$ cat src/rtl/latch_event_arbiter.sv
// latch_event_arbiter: services a bank of N negedge event latches one event at
// a time. It owns the latch enable/clear lines, gathers latched edges into a
// pending vector and presents them round-robin over a valid/ack handshake.
// After each ack it clears the serviced latch and waits for it to settle.
// Optional build macro: LATCH_ACK_TIMEOUT_EN adds an ack timeout that forces
// the service to proceed and records the channel in timeout_err / lost.
module latch_event_arbiter #(
    parameter int N          = 4,
    parameter int IDW        = 2,
    parameter int CLR_CYCLES = 2,
    parameter int SETTLE_MAX = 8,
    parameter int TIMEOUT    = 1024
) (
    input  logic           clk,
    input  logic           rst,
    input  logic [N-1:0]   en_mask,
    output logic [N-1:0]   latch_enable,
    output logic [N-1:0]   latch_clear,
    input  logic [N-1:0]   latch_sync,
    input  logic [N-1:0]   latch_edge,
    output logic [N-1:0]   pending,
    output logic           evt_valid,
    output logic [IDW-1:0] evt_id,
    input  logic           evt_ack,
    output logic           busy,
    output logic           settle_err,
`ifdef LATCH_ACK_TIMEOUT_EN
    output logic           timeout_err,
    output logic [N-1:0]   lost,
`endif
    input  logic           err_clr
);

    // Reject parameter sets that cannot address every channel.
    if ((2 ** IDW) < N || N < 1 || CLR_CYCLES < 1 || SETTLE_MAX < 1 || TIMEOUT < 1) begin : g_bad_params
        $error("latch_event_arbiter: illegal parameter combination");
    end

    localparam int CW = (CLR_CYCLES > 1) ? $clog2(CLR_CYCLES) : 1;
    localparam int SW = (SETTLE_MAX > 1) ? $clog2(SETTLE_MAX) : 1;

    typedef enum logic [1:0] {IDLE, PRESENT, CLEAR, SETTLE} state_t;

    state_t         state_q, state_d;
    logic [IDW-1:0] ptr_q, ptr_d;
    logic [IDW-1:0] evt_id_q, evt_id_d;
    logic           evt_valid_q, evt_valid_d;
    logic [N-1:0]   pending_q, pending_d;
    logic [N-1:0]   latch_enable_q, latch_enable_d;
    logic [N-1:0]   latch_clear_q, latch_clear_d;
    logic [CW-1:0]  clr_cnt_q, clr_cnt_d;
    logic [SW-1:0]  settle_cnt_q, settle_cnt_d;
    logic           settle_err_q, settle_err_d;

    logic           found;
    logic [IDW-1:0] cand;
    logic           ack_take;
    logic           settle_set;
    logic [N-1:0]   pend_clr;
    logic [N-1:0]   clr_sel;

`ifdef LATCH_ACK_TIMEOUT_EN
    logic [15:0]    to_cnt_q, to_cnt_d;
    logic           timeout_err_q, timeout_err_d;
    logic [N-1:0]   lost_q, lost_d;
    logic           to_fire;
    logic [N-1:0]   lost_set;
`endif

    // Next-state logic: arbitration, handshake, clear sequencing and settle wait.
    always_comb begin
        // NOTE: every variable gets a default first so no path infers a latch.
        state_d      = state_q;
        ptr_d        = ptr_q;
        evt_id_d     = evt_id_q;
        evt_valid_d  = evt_valid_q;
        clr_cnt_d    = clr_cnt_q;
        settle_cnt_d = settle_cnt_q;
        settle_set   = 1'b0;
        pend_clr     = '0;
        clr_sel      = '0;
        found        = 1'b0;
        cand         = '0;
        ack_take     = evt_valid_q & evt_ack;
`ifdef LATCH_ACK_TIMEOUT_EN
        to_fire  = (state_q == PRESENT) & ~ack_take & en_mask[evt_id_q]
                   & (to_cnt_q == 16'(TIMEOUT - 1));
        lost_set = '0;
        to_cnt_d = (state_q == PRESENT) ? to_cnt_q + 16'd1 : 16'd0;
`endif

        case (state_q)
            IDLE: begin
                evt_valid_d = 1'b0;
                // Round-robin: search upward from ptr+1 with wrap-around.
                for (int k = 1; k <= N; k++) begin
                    cand = IDW'((int'(ptr_q) + k) % N);
                    if (!found && pending_q[cand]) begin
                        found    = 1'b1;
                        evt_id_d = cand;
                    end
                end
                if (found) begin
                    ptr_d   = evt_id_d;
                    state_d = PRESENT;
                end
            end
            PRESENT: begin
                evt_valid_d = 1'b1;
                if (!en_mask[evt_id_q]) begin
                    // Masking already clears the latch; skip straight to settle.
                    evt_valid_d  = 1'b0;
                    settle_cnt_d = '0;
                    state_d      = SETTLE;
                end else if (ack_take
`ifdef LATCH_ACK_TIMEOUT_EN
                             || to_fire
`endif
                            ) begin
                    evt_valid_d        = 1'b0;
                    pend_clr[evt_id_q] = 1'b1;
                    clr_cnt_d          = '0;
                    state_d            = CLEAR;
`ifdef LATCH_ACK_TIMEOUT_EN
                    lost_set[evt_id_q] = to_fire;
`endif
                end
            end
            CLEAR: begin
                if (clr_cnt_q == CW'(CLR_CYCLES - 1)) begin
                    settle_cnt_d = '0;
                    state_d      = SETTLE;
                end else begin
                    clr_cnt_d = clr_cnt_q + 1'b1;
                end
            end
            SETTLE: begin
                if (!latch_sync[evt_id_q] || latch_edge[evt_id_q]) begin
                    state_d = IDLE;
                end else if (settle_cnt_q == SW'(SETTLE_MAX - 1)) begin
                    settle_set = 1'b1;
                    state_d    = IDLE;
                end else begin
                    settle_cnt_d = settle_cnt_q + 1'b1;
                end
            end
            default: state_d = IDLE;
        endcase

        // Clear is asserted in step with the CLEAR state, and always while masked.
        if (state_d == CLEAR) clr_sel[evt_id_d] = 1'b1;
        latch_clear_d  = ~en_mask | clr_sel;
        latch_enable_d = en_mask;
        // A new edge beats the service clear; a masked channel never pends.
        pending_d      = ((pending_q & ~pend_clr) | (latch_edge & en_mask)) & en_mask;
        settle_err_d   = settle_set | (settle_err_q & ~err_clr);
`ifdef LATCH_ACK_TIMEOUT_EN
        timeout_err_d  = to_fire | (timeout_err_q & ~err_clr);
        lost_d         = lost_set | (lost_q & ~{N{err_clr}});
`endif
    end

    // State and output registers with synchronous reset.
    always_ff @(posedge clk) begin
        // NOTE: sequential state uses non-blocking assignments only.
        if (rst) begin
            state_q        <= IDLE;
            ptr_q          <= IDW'(N - 1);
            evt_id_q       <= '0;
            evt_valid_q    <= 1'b0;
            pending_q      <= '0;
            latch_enable_q <= '0;
            latch_clear_q  <= '1;
            clr_cnt_q      <= '0;
            settle_cnt_q   <= '0;
            settle_err_q   <= 1'b0;
`ifdef LATCH_ACK_TIMEOUT_EN
            to_cnt_q       <= '0;
            timeout_err_q  <= 1'b0;
            lost_q         <= '0;
`endif
        end else begin
            state_q        <= state_d;
            ptr_q          <= ptr_d;
            evt_id_q       <= evt_id_d;
            evt_valid_q    <= evt_valid_d;
            pending_q      <= pending_d;
            latch_enable_q <= latch_enable_d;
            latch_clear_q  <= latch_clear_d;
            clr_cnt_q      <= clr_cnt_d;
            settle_cnt_q   <= settle_cnt_d;
            settle_err_q   <= settle_err_d;
`ifdef LATCH_ACK_TIMEOUT_EN
            to_cnt_q       <= to_cnt_d;
            timeout_err_q  <= timeout_err_d;
            lost_q         <= lost_d;
`endif
        end
    end

    assign latch_enable = latch_enable_q;
    assign latch_clear  = latch_clear_q;
    assign pending      = pending_q;
    assign evt_valid    = evt_valid_q;
    assign evt_id       = evt_id_q;
    assign busy         = (state_q != IDLE);
    assign settle_err   = settle_err_q;
`ifdef LATCH_ACK_TIMEOUT_EN
    assign timeout_err  = timeout_err_q;
    assign lost         = lost_q;
`endif

endmodule
$ cat config.mk
export PLATFORM = sky130hd
export DESIGN_NAME = latch_event_arbiter
export DESIGN_NICKNAME = d
export VERILOG_FILES = /design/src/rtl/latch_event_arbiter.sv
export SDC_FILE = /design/constraint.sdc
export NUM_CORES = 1
export LEC_CHECK = 0
export ABC_AREA = 0
export BUFFER_PORTS_ARGS = -buffer_cell sky130_fd_sc_hd__buf_4
export CAP_MARGIN = 20
export CORE_MARGIN = 1
export CORE_UTILIZATION = 25
export DETAILED_ROUTE_END_ITERATION = 6
export PLACE_DENSITY = 0.44
export SLEW_MARGIN = 20
export SYNTH_ARGS = -nofsm -noshare
export SYNTH_HDL_FRONTEND = slang
export SYNTH_SLANG_ARGS = --single-unit
$ cat constraint.sdc
create_clock -name clk -period 2.19 [get_ports clk]
set_input_delay 0.1095 -clock clk [delete_from_list [all_inputs] [get_ports clk]]
set_output_delay 0.1095 -clock clk [all_outputs]
set_load 0.01 [all_outputs]
==> results of run 1 <==
==> layout by cell type, fill, tap and decap left out, types with 2 or more instances in the layout <==
cell type  Yosys  routed
a32oi_1        2       2
nor2_1        17      17
a22oi_1        2       2
o21ai_0       10      10
and3b_1        3       3
a31oi_1        5       5
a22o_1         3       3
ha_1           2       2
nor4_1         2       2
nor3b_1        4       4
o21ai_1        8       8
buf_4          0      36
a21oi_1       10      10
dfxtp_1       24      24
o31a_1         2       2
mux4_2         2       2
inv_1          5       5
nand2b_1       8       8
nand2_1        8       8
clkbuf_8       0       4
nor2b_1       10      10
nand3_1        3       3
==> cells by family after synthesis <==
group	share of synthesized area [%]
buf+inv	6.05
simple gates	27.5
mux	4.64
flops	33.7
fa+ha+maj	1.75
compound gates	26.4
==> synthesized netlist by cell type, types with 2 or more instances <==
cell	instances
buf_6	2
nand3_1	3
nor3b_1	4
nand2b_1	8
dfxtp_1	24
clkbuf_1	4
inv_1	5
a31oi_1	5
buf_2	6
ha_1	2
o21ai_0	10
o31a_1	2
nor2_1	17
mux4_2	2
a21oi_1	10
o21ai_1	8
nor2b_1	10
nor4_1	2
nand2_1	8
a22o_1	3
a32oi_1	2
and3b_1	3
a22oi_1	2
==> metal layers <==
layer / track usage [%] / up-vias / share of wire (%) / routed length (um)
met2: 20.8 / 25 / 45 / 1740
met5: 0 / - / 0 / 0
met3: 2.94 / 2 / 3.4 / 133
met4: 1.70 / 0 / 0.49 / 19
met1: 19.4 / 639 / 52 / 2010
li1: - / 673 / - / -
==> power groups by stage <==
| stage | combinational, mW | sequential (mW) | clock, mW |
|---|---|---|---|
| after floorplan | 0.345 | 0.525 | 0 |
| after global placement | 0.451 | 0.579 | 0 |
| after detailed placement | 0.446 | 0.578 | 0 |
| after CTS | 0.450 | 0.568 | 0.317 |
| after global routing | 0.501 | 0.580 | 0.333 |
| final | 0.448 | 0.568 | 0.302 |
==> final timing paths <==
kind / from / end / slack, ns / cells after the start
hold / removal: latch_edge[3] / pending[3] / 0.08 / 2
setup reg to reg: pending[0] / latch_clear[2] / 0.28 / 5
hold reg to reg: settle_cnt_q[1] / settle_cnt_q[1] / 0.48 / 1
setup / recovery: pending[0] / latch_clear[2] / 0.28 / 5
==> cell type report <==
cell class,instances,area [um^2],area share [%]
Clock buffer,4,55.1,3.10
Inverter,5,18.8,1.06
Multi-Input combinational cell,128,861,48.5
Sequential cell,24,480,27.1
Tap cell,72,90.1,5.07
Timing Repair Buffer,36,270,15.2
==> critical path, stage by stage (launching register included) <==
cell and delay [ns]:
dfxtp_1 0.66, nor2b_1 0.13, a311o_1 0.41, o31a_1 0.27
a32oi_1 0.21, o21ai_1 0.11
==> state kept, by name, summed over array words and instances (netlist names) <==
signal	count
state_q	2
settle_cnt_q	3
evt_id	2
clr_cnt_q	1
ptr_q	2
evt_valid	1
settle_err	1
latch_clear	4
latch_enable	4
pending	4
==> stage by stage <==
step / area [um^2] / power, mW
after floorplan: 1430 / 0.870
after global placement: 1720 / 1.03
after detailed placement: 1720 / 1.02
after CTS: 1780 / 1.34
after global routing: 1780 / 1.41
final: 1780 / 1.32
==> reports/results.ini, run 1 <==
[global_routing]
grt_overflow = 0
grt_usage_pct = 13.4
grt_pass1_vias = 1259
antenna_found_initial = 0
grt_pass1_wl_um = 6380
grt_start_max_net_pins = 20

[layout]
layout-drive-gt1-share_pct = 25.4
fillers = 594
diodes = 0
area_growth_pct = 24.4
finish.utilization_pct = 32.2
final_cells = 269
finish.net_count = 216

[yosys]
ys_types = 50
syn_area_per_cell_um2 = 8.45
netlist_area_um2 = 1430
yosys-top-cells-area = dfxtp_1 34%, nor2_1 4.5%, nor2b_1 4.4%, a21oi_1 3.5%, nand2b_1 3.5%
synthArstFlopShare_pct = 0
synth_warnings = 0
synth_flop_cell = dfxtp_1
synth.top_cell.area_share_pct = 33.7
synth-edff-count = 0
ys_seq_area_share_pct = 33.7
synth_nets = 187
postSynthCellCount = 169
synth_top_cell_by_area = dfxtp_1
ys_ff_latch = 24

[detailed_routing]
dr.pass1.iters = 4
viasPerCell = 4.98
via_count = 1339
postRouteAntennaNets = 0
drt_iter0_markers = 69
drc = 0
wl_per_cell_um = 14.5
drt-total-wl_um = 3900

[worst_setup_path]
cp.arrival_ns = 2.05
worstPathRequired_ns = 2.34
worst-setup-path-type = reg -> reg
critPathLaunchType = register
cp_max_fo = 16
cp-end-kind = register

[power]
power_switching_uw = 450
p_clk_share_pct = 22.9
power_frac_comb_pct = 34.0
power.density_nw_per_um2 = 742
pwr-share-seq_pct = 43.1
p_leak_nw = 0.728
swShare_pct = 34.2
vdd_ir_drop_max_mv = 0.386
intPower_uw = 867

[floorplan]
die-area_um2 = 6020
core_area_um2 = 5510
die_y_um = 77.6
io_pins = 33
placement_rows = 27
die_w_um = 77.6
start_util_pct = 25.9

[sta]
hold_violations = 0
worst_pin_slew_ns = 0.605
max_slew_margin_pct = 59.6
hold_ws_ns = 0.0751
drv_slew = 0
period_share_pct = 87.0
final.setup.tns_ns = 0
fmax_ghz = 0.525
skew_ns = 0.00263
fin_crit_ns = 1.91
finalWorstSetupSlack_ns = 0.285
rsz0062_at_grt = false
setup_viol = 0

[placement]
dpl.cell_count = 265
io_buffer_count = 32
place_ws_ns = 0.284
dp_hpwl_um = 2830
gp_congestion = 0.733

[clock_tree]
cts_root_buf = clkbuf_8
clock_path_buffers = 2
cts.clk_slew.worst_paths_ns = 0.09
clk-insertion-delay-late_ns = 0.26
post_cts_buffers = 0
htree_levels = 1
cts_tree = built
cts_buffers = 3
clock-sinks = 24
cts_hold_buf = 0
cts_resized = 0

[run_status]
status = finished clean

[min_path]
hold_path.class = in -> reg

[flow_run]
max_cap_violations = 0

No activity file was read; power rests on OpenSTA's default activity.
==> run 2: changes to the inputs <==
Settings changed: REMOVE_ABC_BUFFERS from default to 1.
==> run 2 against run 1 <==
  * Power up 5.6%
  * Utilization about the same
  * Via count up 0.82%
  * Combinational power down 4.5%
  * Worst hold slack worse by 0.016 ns
  * Clock power up 29%
  * Maximum frequency up 1.4%
  * Design area about the same
  * Setup slack better by 0.027 ns
  * Global-route usage up 0.11 points
  * Routed wire length up 2.9%
  * Largest cell class unchanged
==> reports/results.ini, run 2 (same netlist as run 1, synthesis figures left out) <==
[worst_setup_path]
cp_num_buf_inv = 0
path_cells = and3b_1 > o21ai_1 > nand3_1 > a2111o_1 > nand4b_1
worst-setup-path-type = reg -> reg
r2r_cells = 5
cp-end-kind = register
critPathTopFamily = flip-flops
critPathLaunchType = register
ff2ff_setup_slack_ns = 0.31
cpPeakStageDelay_ns = 0.68
cp_max_fo = 17
slowest_stage = dfxtp_1
cp.arrival_ns = 2.09
worstPathRequired_ns = 2.40
worstReg2RegStart = pending[1]
r2r_end = ptr_q[0]

[flow_run]
max_cap_violations = 0

[sta]
drv_slew = 0
final.setup.tns_ns = 0
skew_ns = 0.00384
worst_pin_slew_ns = 0.602
hold_violations = 0
fmax_ghz = 0.532
rsz0062_at_grt = false
period_share_pct = 85.8
max_slew_margin_pct = 59.8
setup_viol = 0
fin_crit_ns = 1.88
hold_ws_ns = 0.0588

[clock_tree]
clock-sinks = 24
cts.clk_slew.worst_paths_ns = 0.09
cts_resized = 0
clock_path_buffers = 2
cts_tree = built
post_cts_buffers = 0
cts_buffers = 3
htree_levels = 1
cts_hold_buf = 0
cts_root_buf = clkbuf_8
clk-insertion-delay-late_ns = 0.27

[detailed_routing]
drt_iter0_markers = 84
postRouteAntennaNets = 0
wl_per_cell_um = 15.0
via_count = 1350
dr.pass1.iters = 4
drt-total-wl_um = 4010
viasPerCell = 5.06
drc = 0

[global_routing]
grt_start_max_net_pins = 20
grt_overflow = 0
grt_pass1_vias = 1267
antenna_found_initial = 0
grt_usage_pct = 13.6
grt_pass1_wl_um = 6400

[layout]
final_cells = 267
area_growth_pct = 24.5
final_area_um2 = 1780
layout-drive-gt1-share_pct = 24.6
finish.net_count = 214
layout_commonest_cell = buf_4
diodes = 0
final_cell_mix = 34 x buf_4, 24 x dfxtp_1, 17 x nor2_1

[placement]
dp_hpwl_um = 2970
dpl.cell_count = 263
post_dp_cell_area_um2 = 1710
io_buffer_count = 32
gp_congestion = 0.734

[floorplan]
io_pins = 33
die_y_um = 77.6
placement_rows = 27
core_area_um2 = 5510
start_util_pct = 25.9
die-area_um2 = 6020
die_w_um = 77.6

[power]
swShare_pct = 32.5
power_switching_uw = 452
total_power_mw = 1.39
vdd_ir_drop_max_mv = 0.227
power_frac_comb_pct = 30.8
p_clk_share_pct = 28.0
power.density_nw_per_um2 = 783
intPower_uw = 938
p_leak_nw = 0.725
pwr-share-seq_pct = 41.2

[min_path]
holdPathStages = 2
holdCritStartpoint = latch_edge[3]
min_to = pending[3]
hold_path.class = in -> reg

[run_status]
status = finished clean

[run 2: power by group through the flow]
stage                     combinational (mW)  clock [mW]  sequential (mW)
after detailed placement               0.430           0            0.584
after floorplan                        0.261           0            0.573
after global placement                 0.435           0            0.584
after CTS                              0.433       0.408            0.574
after global routing                   0.473       0.429            0.586
final                                  0.428       0.390            0.573
[run 2: worst reg2reg max path, stage by stage (launching register included)]
cell      delay (ns)
dfxtp_1         0.68
and3b_1         0.28
o21ai_1         0.28
nand3_1         0.14
a2111o_1        0.35
nand4b_1        0.09
[run 2: per-stage QoR]
step / setup WS [ns] / util [%]
after floorplan: 0.411 / -
after global placement: 0.321 / 31.0
after detailed placement: 0.333 / 31.0
after CTS: 0.320 / 32.3
after global routing: 0.189 / 32.3
final: 0.312 / 32.3
[run 2: cell type report]
class	instances	area, um^2
timing repair buffer	34	255
inverter	5	18.8
tap	72	90.1
fill	589	3730
clock inverter	1	30.0
clock buffer	3	41.3
sequential	24	480
multi-input combinational	128	861
[run 2: worst max-delay path by stage]
stage                     cells after the start  slack [ns]               to        from
after global placement                        5        0.32         ptr_q[0]  pending[1]
after floorplan                               4        0.41  settle_cnt_q[0]   evt_id[0]
final                                         5        0.31         ptr_q[0]  pending[1]
after CTS                                     5        0.32         ptr_q[0]  pending[1]
after global routing                          5        0.19   latch_clear[1]  pending[0]
after detailed placement                      5        0.33   latch_clear[2]  pending[0]
[run 2: layer usage]
metal  wire length [um]  GRT usage (%)
met1               1940           17.9
met2               1870           22.1
met3                175           2.35
met4                 26           4.53
met5                  0              0
==> run 3: changes to the inputs <==
Settings changed: ABC_AREA 0 to 1.
==> run 3 against run 2 <==
  * Flip-flop and latch count did not move
  * Sequential share of layout area fell by 1.6 points
  * Register-to-register slack barely moved
  * Maximum frequency rose by 0.54%
  * Critical path depth rose by 5
  * Global-route usage fell by 0.12 points
  * Synthesized cell count rose by 30%
  * Highest routed layer unchanged
  * Via count rose by 6.4%
  * Setup slack improved by 0.010 ns
  * Combinational power rose to 3.1 times the previous value
  * Utilization rose by 1.3 points
==> reports/results.ini, run 3 <==
[run_status]
status = finished clean

[global_routing]
grt_pass1_vias = 1452
grt_overflow = 0
grt_pass1_wl_um = 6610
grt_start_max_net_pins = 15
grt_usage_pct = 13.4
antenna_found_initial = 0

[yosys]
ys_seq_area_share_pct = 32.0
postSynthCellCount = 219
netlist_area_um2 = 1500
synthArstFlopShare_pct = 0
synth_flop_cell = dfxtp_1
ys_types = 30
synth_top_cell_by_area = dfxtp_1
yosys.area_share.simple_pct = 45.4
synth_warnings = 0
synthTopCellsByCount = 66 x nand2_1, 30 x inv_1, 24 x dfxtp_1, 17 x nand3_1
yosysMostFrequentCell = nand2_1
yosys-top-cells-area = dfxtp_1 32%, nand2_1 17%, inv_1 7.5%, nand3_1 5.7%, nand2_2 5.4%
synth_xor_area_share_pct = 0
syn_area_per_cell_um2 = 6.86
ys_ff_latch = 24
synthMuxAreaShare_pct = 0
synth_compound_gate_area_share_pct = 10.0
synth-edff-count = 0
synth_fa_ha_area_share_pct = 1.67
synth_top_family_by_area = simple AND/OR/NAND/NOR gates
synth.top_cell.area_share_pct = 32.0

[min_path]
holdCritStartpoint = err_clr
hold_path.class = in -> reg
min_to = settle_err
holdPathStages = 4

[detailed_routing]
drc = 0
drt_iter0_markers = 47
via_count = 1437
drt-total-wl_um = 3890
wl_per_cell_um = 11.9
postRouteAntennaNets = 0
dr.pass1.iters = 4
viasPerCell = 4.41

[layout]
area_growth_pct = 26.0
seqCellArea_um2 = 480
final_cell_mix = 66 x nand2_1, 35 x buf_4, 30 x inv_1
multi_input_comb_area_um2 = 857
fillers = 639
finish.net_count = 273
layout-drive-gt1-share_pct = 28.0
final_cells = 326
diodes = 0
layout_commonest_cell = nand2_1

[worst_setup_path]
r2r_cells = 10
cp.arrival_ns = 2.09
critPathLaunchType = register
worstPathRequired_ns = 2.41
ff2ff_setup_slack_ns = 0.32
r2r_end = latch_clear[3]
cp_max_fo = 9
worst-setup-path-type = reg -> reg
cp-end-kind = register
worstReg2RegStart = evt_id[1]

[sta]
fin_crit_ns = 1.87
hold_ws_ns = 0.0841
drv_slew = 0
worst_pin_slew_ns = 0.403
max_slew_margin_pct = 73.1
hold_violations = 0
final.setup.tns_ns = 0
period_share_pct = 85.3
fmax_ghz = 0.535
skew_ns = 0.00201
setup_viol = 0
rsz0062_at_grt = false

[power]
power_frac_comb_pct = 56.8
p_leak_nw = 0.954
intPower_mw = 1.23
vdd_ir_drop_max_mv = 0.492
p_clk_share_pct = 17.1
total_power_mw = 2.30
swShare_pct = 46.3
power_switching_mw = 1.07
power.density_nw_per_um2 = 1220
pwr-share-seq_pct = 26.1

[clock_tree]
cts_root_buf = clkbuf_8
cts_hold_buf = 0
clock-sinks = 24
htree_levels = 1
post_cts_buffers = 0
clk-insertion-delay-late_ns = 0.27
cts_tree = built
clock_path_buffers = 2
cts_buffers = 3
cts.clk_slew.worst_paths_ns = 0.09
cts_resized = 0

[placement]
gp_congestion = 0.820
io_buffer_count = 32
dp_hpwl_um = 3200
dpl.cell_count = 322

[floorplan]
die_w_um = 79.5
placement_rows = 27
core_area_um2 = 5640
die-area_um2 = 6320
start_util_pct = 26.6
io_pins = 33
die_y_um = 79.5

[flow_run]
max_cap_violations = 0

[run 3: cell families after synthesis]
kind of cell    Yosys count
compound gates           26
fa+ha+maj                 2
buf+inv                  38
flops                    24
simple gates            129
[run 3: routing by layer]
layer,wire (um),track usage [%],vias to the layer above
met3,100,1.49,5
met5,0,0,-
met2,1920,24.4,23
li1,-,-,761
met1,1820,16.3,648
met4,49,4.36,0
[run 3: power groups by stage]
| stage | Sequential (mW) | Clock, mW | Combinational (mW) |
|---|---|---|---|
| after global routing | 0.618 | 0.430 | 1.48 |
| after global placement | 0.614 | 0 | 1.33 |
| after CTS | 0.605 | 0.406 | 1.32 |
| after floorplan | 0.622 | 0 | 0.952 |
| final | 0.601 | 0.393 | 1.31 |
| after detailed placement | 0.615 | 0 | 1.32 |
[run 3: how the worst max path moves through the flow]
stage / from / endpoint / slack [ns] / cells past startpoint
6_report: evt_id[1] / latch_clear[3] / 0.32 / 10
3_3_place_gp: evt_id[1] / settle_cnt_q[1] / 0.32 / 9
5_1_grt: evt_id[1] / settle_cnt_q[2] / 0.15 / 9
2_1_floorplan: ptr_q[0] / latch_clear[1] / 0.45 / 15
4_1_cts: evt_id[1] / settle_cnt_q[1] / 0.31 / 9
3_5_place_dp: evt_id[1] / latch_clear[3] / 0.33 / 10
[run 3: worst max-delay path, stage by stage (launching register included)]
cell     delay (ns)
dfxtp_1        0.57
nand2_1        0.17
inv_1          0.12
nand2_1        0.07
nand4_2        0.12
nand2_1        0.06
a21oi_1        0.32
nand3_4        0.11
nor2_4         0.12
nand3_1        0.09
nand2_1        0.06
[run 3: area by class of cell]
type | count | share of cell area (%)
repair buffers | 35 | 13.9
flip-flops and latches | 24 | 25.4
inverters | 34 | 6.88
well taps | 72 | 4.76
clock inverters | 1 | 1.59
clock buffers | 3 | 2.18
multi-input cells | 157 | 45.3
[run 3: through the flow]
| stage | setup WS (ns) | utilization (%) | area [um^2] |
|---|---|---|---|
| final | 0.322 | 33.5 | 1890 |
| after detailed placement | 0.332 | 32.3 | 1820 |
| after floorplan | 0.454 | - | 1470 |
| after CTS | 0.308 | 33.5 | 1890 |
| after global routing | 0.146 | 33.5 | 1890 |
| after global placement | 0.320 | 32.3 | 1820 |
